$ cat src/rtl/spu_ma_pkg.sv
// Shared definitions for the SPU MA exponentiation sequencer: one-hot state
// encoding and the default window width.
package spu_ma_pkg;

  localparam int WIN_DEF = 2;

  localparam int ST_IDLE  = 0;
  localparam int ST_RDE   = 1;
  localparam int ST_SQR   = 2;
  localparam int ST_WCHK  = 3;
  localparam int ST_MUL   = 4;
  localparam int ST_ESMAX = 5;

  typedef enum logic [5:0] {
    IDLE  = 6'(1 << ST_IDLE),
    RDE   = 6'(1 << ST_RDE),
    SQR   = 6'(1 << ST_SQR),
    WCHK  = 6'(1 << ST_WCHK),
    MUL   = 6'(1 << ST_MUL),
    ESMAX = 6'(1 << ST_ESMAX)
  } exp_state_e;

endpackage

$ cat src/rtl/spu_maexp_sqcnt.sv
// Square counter for one exponent window: load-1 on the first square,
// increment on each further square, terminal count when WIN squares issued.
module spu_maexp_sqcnt
  import spu_ma_pkg::*;
#(
  parameter int WIN   = WIN_DEF,
  parameter int CNT_W = 2
) (
  input  logic rclk,
  input  logic reset,
  input  logic se,
  input  logic load,
  input  logic incr,
  output logic tc
);

  localparam logic [CNT_W-1:0] WIN_C = CNT_W'(WIN);

  logic [CNT_W-1:0] sqcnt_d;
  logic [CNT_W-1:0] sqcnt_q;
  logic             unused_se;

  // Scan stitching is handled by the flop cells at implementation time.
  assign unused_se = se;

  always_comb begin
    sqcnt_d = sqcnt_q;
    if (load) begin
      sqcnt_d = CNT_W'(1);
    end else if (incr) begin
      sqcnt_d = sqcnt_q + CNT_W'(1);
    end
  end

  always_ff @(posedge rclk) begin
    if (reset) begin
      sqcnt_q <= '0;
    end else begin
      sqcnt_q <= sqcnt_d;
    end
  end

  assign tc = (sqcnt_q == WIN_C);

endmodule

$ cat src/rtl/spu_maexp_win.sv
// Left-to-right fixed-window modular exponentiation sequencer: WIN squares per
// window, then one table multiply when the window value is nonzero.
module spu_maexp_win
  import spu_ma_pkg::*;
#(
  parameter int WIN   = WIN_DEF,
  parameter int CNT_W = 2
) (
  input  logic           rclk,
  input  logic           reset,
  input  logic           se,
  input  logic           spu_mactl_iss_pulse_dly,
  input  logic           spu_mactl_expop,
  input  logic           spu_mactl_kill_op,
  input  logic           spu_mactl_stxa_force_abort,
  input  logic           spu_mared_red_done,
  input  logic           spu_maaddr_esmax,
  input  logic           spu_maaddr_esmod64,
  input  logic [WIN-1:0] spu_madp_e_win,
  output logic           spu_maexp_e_rd_oprnd_sel,
  output logic           spu_maexp_memren,
  output logic           spu_maexp_e_data_wen,
  output logic           spu_maexp_shift_e,
  output logic           spu_maexp_incr_es_ptr,
  output logic           spu_maexp_es_max_init,
  output logic           spu_maexp_es_e_ptr_rst,
  output logic           spu_maexp_start_mulred_aequb,
  output logic           spu_maexp_start_mulred_anoteqb,
  output logic [WIN-1:0] spu_maexp_mul_idx,
  output logic           spu_maexp_busy,
  output logic           spu_maexp_done_set
);

  exp_state_e     state_d, state_q;
  logic [WIN-1:0] mul_idx_d, mul_idx_q;
  logic           busy_d, busy_q;
  logic           done_set_d, done_set_q;

  logic local_abort;
  logic exp_done;
  logic state_reset;
  logic expop_start;
  logic done_evt;
  logic sq_load;
  logic sq_incr;
  logic sq_tc;

  spu_maexp_sqcnt #(
    .WIN   (WIN),
    .CNT_W (CNT_W)
  ) u_sqcnt (
    .rclk  (rclk),
    .reset (reset),
    .se    (se),
    .load  (sq_load),
    .incr  (sq_incr),
    .tc    (sq_tc)
  );

  always_comb begin
    local_abort = spu_mared_red_done & spu_mactl_stxa_force_abort;
    exp_done    = state_q[ST_ESMAX] & spu_maaddr_esmax;
    state_reset = reset | exp_done | spu_mactl_kill_op | local_abort;
    expop_start = spu_mactl_iss_pulse_dly & spu_mactl_expop;

    state_d                        = state_q;
    mul_idx_d                      = mul_idx_q;
    sq_load                        = 1'b0;
    sq_incr                        = 1'b0;
    spu_maexp_e_rd_oprnd_sel       = 1'b0;
    spu_maexp_memren               = 1'b0;
    spu_maexp_incr_es_ptr          = 1'b0;
    spu_maexp_es_max_init          = 1'b0;
    spu_maexp_start_mulred_aequb   = 1'b0;
    spu_maexp_start_mulred_anoteqb = 1'b0;

    // A reset/kill/abort/finish overrides every transition and start pulse.
    if (state_reset) begin
      state_d = IDLE;
    end else begin
      unique case (state_q)
        IDLE: begin
          if (expop_start) begin
            state_d                  = RDE;
            spu_maexp_es_max_init    = 1'b1;
            spu_maexp_e_rd_oprnd_sel = 1'b1;
            spu_maexp_memren         = 1'b1;
          end
        end
        RDE: begin
          state_d                      = SQR;
          spu_maexp_start_mulred_aequb = 1'b1;
          sq_load                      = 1'b1;
        end
        SQR: begin
          if (spu_mared_red_done) begin
            if (sq_tc) begin
              state_d = WCHK;
            end else begin
              spu_maexp_start_mulred_aequb = 1'b1;
              sq_incr                      = 1'b1;
            end
          end
        end
        WCHK: begin
          if (|spu_madp_e_win) begin
            state_d                        = MUL;
            mul_idx_d                      = spu_madp_e_win;
            spu_maexp_start_mulred_anoteqb = 1'b1;
          end else begin
            state_d = ESMAX;
          end
        end
        MUL: begin
          if (spu_mared_red_done) begin
            state_d = ESMAX;
          end
        end
        ESMAX: begin
          // esmax=1 is handled as exp_done above; here another window follows.
          spu_maexp_incr_es_ptr = 1'b1;
          if (spu_maaddr_esmod64) begin
            state_d                  = RDE;
            spu_maexp_e_rd_oprnd_sel = 1'b1;
            spu_maexp_memren         = 1'b1;
          end else begin
            state_d                      = SQR;
            spu_maexp_start_mulred_aequb = 1'b1;
            sq_load                      = 1'b1;
          end
        end
        default: state_d = IDLE;
      endcase
    end

    spu_maexp_e_data_wen   = state_q[ST_RDE] | state_q[ST_ESMAX];
    spu_maexp_shift_e      = state_q[ST_ESMAX];
    spu_maexp_es_e_ptr_rst = state_reset;

    busy_d   = (state_d != IDLE);
    done_evt = (exp_done | spu_mactl_kill_op | local_abort) & spu_mactl_expop;
    if (reset | spu_mactl_iss_pulse_dly) begin
      done_set_d = 1'b0;
    end else if (done_evt) begin
      done_set_d = 1'b1;
    end else begin
      done_set_d = done_set_q;
    end
  end

  always_ff @(posedge rclk) begin
    if (reset) begin
      state_q    <= IDLE;
      mul_idx_q  <= '0;
      busy_q     <= 1'b0;
      done_set_q <= 1'b0;
    end else begin
      state_q    <= state_d;
      mul_idx_q  <= mul_idx_d;
      busy_q     <= busy_d;
      done_set_q <= done_set_d;
    end
  end

  assign spu_maexp_mul_idx  = mul_idx_q;
  assign spu_maexp_busy     = busy_q;
  assign spu_maexp_done_set = done_set_q;

endmodule

$ cat config.mk
export PLATFORM = sky130hd
export DESIGN_NAME = spu_maexp_win
export DESIGN_NICKNAME = d
export VERILOG_FILES = /design/src/rtl/spu_ma_pkg.sv /design/src/rtl/spu_maexp_sqcnt.sv /design/src/rtl/spu_maexp_win.sv
export SDC_FILE = /design/constraint.sdc
export NUM_CORES = 1
export LEC_CHECK = 0
export ABC_AREA = 1
export CAP_MARGIN = 20
export CORE_MARGIN = 8
export CORE_UTILIZATION = 45
export CTS_CLUSTER_SIZE = 8
export DETAILED_ROUTE_END_ITERATION = 12
export PLACE_DENSITY = 0.85
export SLEW_MARGIN = 20
export SYNTH_ARGS = -nofsm -noshare
export SYNTH_HDL_FRONTEND = slang
export SYNTH_SLANG_ARGS = --single-unit
$ cat constraint.sdc
create_clock -name rclk -period 1.75 [get_ports rclk]
set_clock_uncertainty 0.2 [all_clocks]
set_input_delay 0.35 -clock rclk [delete_from_list [all_inputs] [get_ports rclk]]
set_output_delay 0.35 -clock rclk [all_outputs]
set_load 0.05 [all_outputs]
==> key figures <==
Pwr
  – Total power: 0.000671 W
  – Switch Pwr: a little under 0.0002 W
  – Clock share of power: 35.3%
  – Total leakage power: ~0.69 nW
  – Switching portion of total power: between 20% and 30%
  – VDD IR max: ~0.00046 V
  – Cell area power density: roughly 450 mW/mm^2
  – Comb power frac: a little under a quarter
  – P_int: about 0.00048 W
  – Flop pwr share: between 40% and 50%

Critical path
  – WP buf/inv: 2
  – Crit Reg-Reg Endpoint: u_sqcnt.sqcnt_q[1]$_SDFFE_PP0P_
  – Top Family by Delay on Critical Path: simple AND/OR/NAND/NOR gates
  – Crit Path Max Fanout: 5
  – CP cell instances: nand2_4, nand3_4, nor2_4, clkinvlp_4, nor2_4, buf_12
  – Worst reg2reg path startpoint: state_q[5]$_SDFF_PP0_
  – Worst path depth: 6
  – CP Capture Point: spu_maexp_e_rd_oprnd_sel
  – Critical Path Source Type: register
  – Cell mode on critical path: nor2_4
  – Reg2reg setup slack: about 0.08 ns
  – Worst path max stage delay: 0.39 ns
  – Crit end category: primary output
  – Worst Path Arrival: approximately 1.6 ns
  – R2R cell count: 10
  – Slowest CP cell: dfxtp_4
  – Crit path launch: state_q[5]$_SDFF_PP0_
  – Setup CP Type: reg2out
  – Req. time, crit path: 1.20 ns

Cells and area
  – Ratio of cells with drive above 1 in the final layout: between 40% and 50%
  – # fillers: between 80 and 90
  – P&R area growth vs syn: 88.6%
  – # nets final: a little under 200
  – Layout Utilization: 88.1%
  – Finished Cell Area: 0.00149 mm^2
  – Ant. Diodes: 0

STA
  – Min Tclk post-route: about 2.2 ns
  – Max Clk Rate: 462 MHz
  – Setup-failing EPs final: 7
  – Max-slew headroom: between 80% and 90%
  – Final Max Slew Viols: 0
  – Final WS setup: -0.414 ns
  – RSZ-0062 raised after global routing: true
  – Final hold violations: 0
  – Period utilisation layout: 124%
  – Worst Tran Pin Value: around 0.27 ns
  – Min Hold Slack: between 0.2 and 0.25 ns

Die
  – Die height: roughly 58 um
  – Die width: a little under 60 um
  – Die ar.: 0.00335 mm^2
  – Row count: 15
  – I/O pin total: 25
  – Core Area: about 0.0017 mm^2
  – Initial core utilization: between 40% and 50%

Route
  – Routed Wire Length: between 3 and 4 mm
  – Violation count after the first detailed-route iteration: between 50 and 60
  – Via density per instance: roughly 5.4
  – Total number of vias: 1065
  – Drt drc: 0
  – DR pass1 iterations: 4
  – Routed length per instance: ~16 um
  – Routed Antenna Nets: 0

Placed design
  – Placed cell area: between 0.001 and 0.0015 mm^2
  – Post-DP HPWL: around 2.2 mm
  – IO buf count: 23
  – Global placer's final weighted congestion: 0.844
  – DP Worst Slack: -0.509 ns

Clocking
  – CTS tree: built
  – Clk root buf: clkbuf_4
  – CTS HTree Levels: 1
  – Worst skew pair latency: 0.28 ns
  – Clock sink count: 12
  – CTS Buf Count: 3
  – Clock-pin slew on the worst setup and hold paths: ~0.09 ns
  – CTS max path bufs: 2

Synth
  – Synth Instances: between 100 and 150
  – Mapped Area: 790 um^2
  – Syn. warnings: 0
  – Mean area per synthesized cell: approximately 6.5 um^2
  – Post-synth cell types: 19
  – #FFs+latches synth: 12
  – Synth Net Count: about 140
  – Post-synthesis sequential area ratio: between 30% and 40%

GRT
  – Overall Global Routing Usage: between 10% and 20%
  – Initial antenna violation count: 0
  – Global route overflow: 0
  – First-pass GRT wire length: around 4.7 mm
  – Pin count of the biggest net entering global routing: 8
  – Vias in the first global route: 1029

Flow run
  – MaxCap Viol Count: 0

Run status
  – Status: complete, but fails checks
  – Failing checks: setup timing

Hold path
  – Hold Startpoint: reset
  – Hold crit path type: in2reg
cell families (layout without fill, tap and decap cells):
logic type	count (synthesis)	in the layout	synth area share, %
AND/OR/NAND/NOR	72	72	48.5
flip-flops	12	12	30.4
adder cells (fa/ha/maj)	1	1	1.58
buffers and inverters	28	85	13.8
AO/OA/AOI/OAI	9	9	5.70
worst register-to-register path: cells and delay by family, from the launching register on:
family        cells  cell delay (ns)
flops             1             0.39
simple gates      7             0.61
buf+inv           3             0.41
placed cells by master, fill, tap and decap left out:
cell type	count
ha_1	1
clkinvlp_4	2
nand2_2	4
nand3b_1	1
dfxtp_1	9
dfxtp_4	1
nand3_4	3
clkdlybuf4s50_1	5
buf_6	2
dlygate4sd2_1	5
o21ai_1	2
nand3_1	10
o21ai_0	4
nor3_1	1
clkbuf_4	3
buf_4	30
nand2_1	20
dfxtp_2	2
inv_2	4
nor2_1	15
nand2_4	2
nor2_2	8
inv_1	21
a21oi_1	3
clkbuf_8	1
nor3_4	1
nor2_4	5
nand3_2	2
buf_12	12
synthesized netlist by cell type, drive strengths merged:
| master | instances | area, um^2 |
|---|---|---|
| a21oi | 3 | 15.0 |
| buf | 1 | 7.51 |
| dfxtp | 12 | 240 |
| ha | 1 | 12.5 |
| inv | 27 | 101 |
| nand2 | 26 | 108 |
| nand3 | 15 | 103 |
| nand3b | 1 | 7.51 |
| nor2 | 28 | 150 |
| nor3 | 2 | 15.0 |
| o21ai | 6 | 30.0 |
power groups by stage:
stage / Sequential (W) / Clock (W) / Combinational [W]
finish: 0.000278 / 0.000237 / 0.000156
global route: 0.000278 / 0.000241 / 0.000163
CTS: 0.000278 / 0.000227 / 0.000144
detailed placement: 0.000284 / 0 / 0.000135
global placement: 0.000284 / 0 / 0.000130
floorplan: 0.000289 / 0 / 0.0000543
flip-flops by register name (all words and copies together), names as in the netlist:
name and cells:
state_q 6, u_sqcnt.sqcnt_q 2, spu_maexp_mul_idx 2, spu_maexp_busy 1, spu_maexp_done_set 1
cell type report:
class / count / area [um^2] / area share [%]
flip-flops and latches: 12 / 246 / 16.6
clock buffers: 4 / 36.3 / 2.44
repair buffers: 54 / 582 / 39.1
well taps: 17 / 21.3 / 1.43
multi-input cells: 82 / 494 / 33.2
inverters: 27 / 109 / 7.31
worst min-delay path by stage:
stage                                                  to  slack, ns  depth (start not counted)
after global routing      spu_maexp_done_set$_SDFFE_PP0P_       0.23                          2
final                     spu_maexp_done_set$_SDFFE_PP0P_       0.23                          2
after detailed placement  u_sqcnt.sqcnt_q[1]$_SDFFE_PP0P_       0.32                          4
after CTS                 spu_maexp_done_set$_SDFFE_PP0P_       0.22                          2
after floorplan           spu_maexp_done_set$_SDFFE_PP0P_       0.23                          1
after global placement    u_sqcnt.sqcnt_q[1]$_SDFFE_PP0P_       0.31                          4
routing by layer:
metal	share of wire, %	vias to the layer above	track usage (%)	wire length [um]
li1	-	487	-	-
met1	36	498	18.6	1160
met3	6.1	21	3.97	196
met5	0	-	0	0
met4	6.0	0	12.6	194
met2	52	59	31.8	1650
through the flow:
stage | TNS [ns] | instances
floorplan | -2.01 | 122
global placement | -3.48 | 182
detailed placement | -4.78 | 182
CTS | -2.43 | 192
global route | -3.04 | 196
finish | -2.70 | 196
timing repair:
item | 4_1_cts | 5_1_grt
pin swaps | 6 | 6
hold buffers | 0 | 0
setup endpoints to repair | 9 | 8
buffers inserted | 6 | 5
gates resized for setup | 11 | 7
No activity file was read; power rests on OpenSTA's default activity.
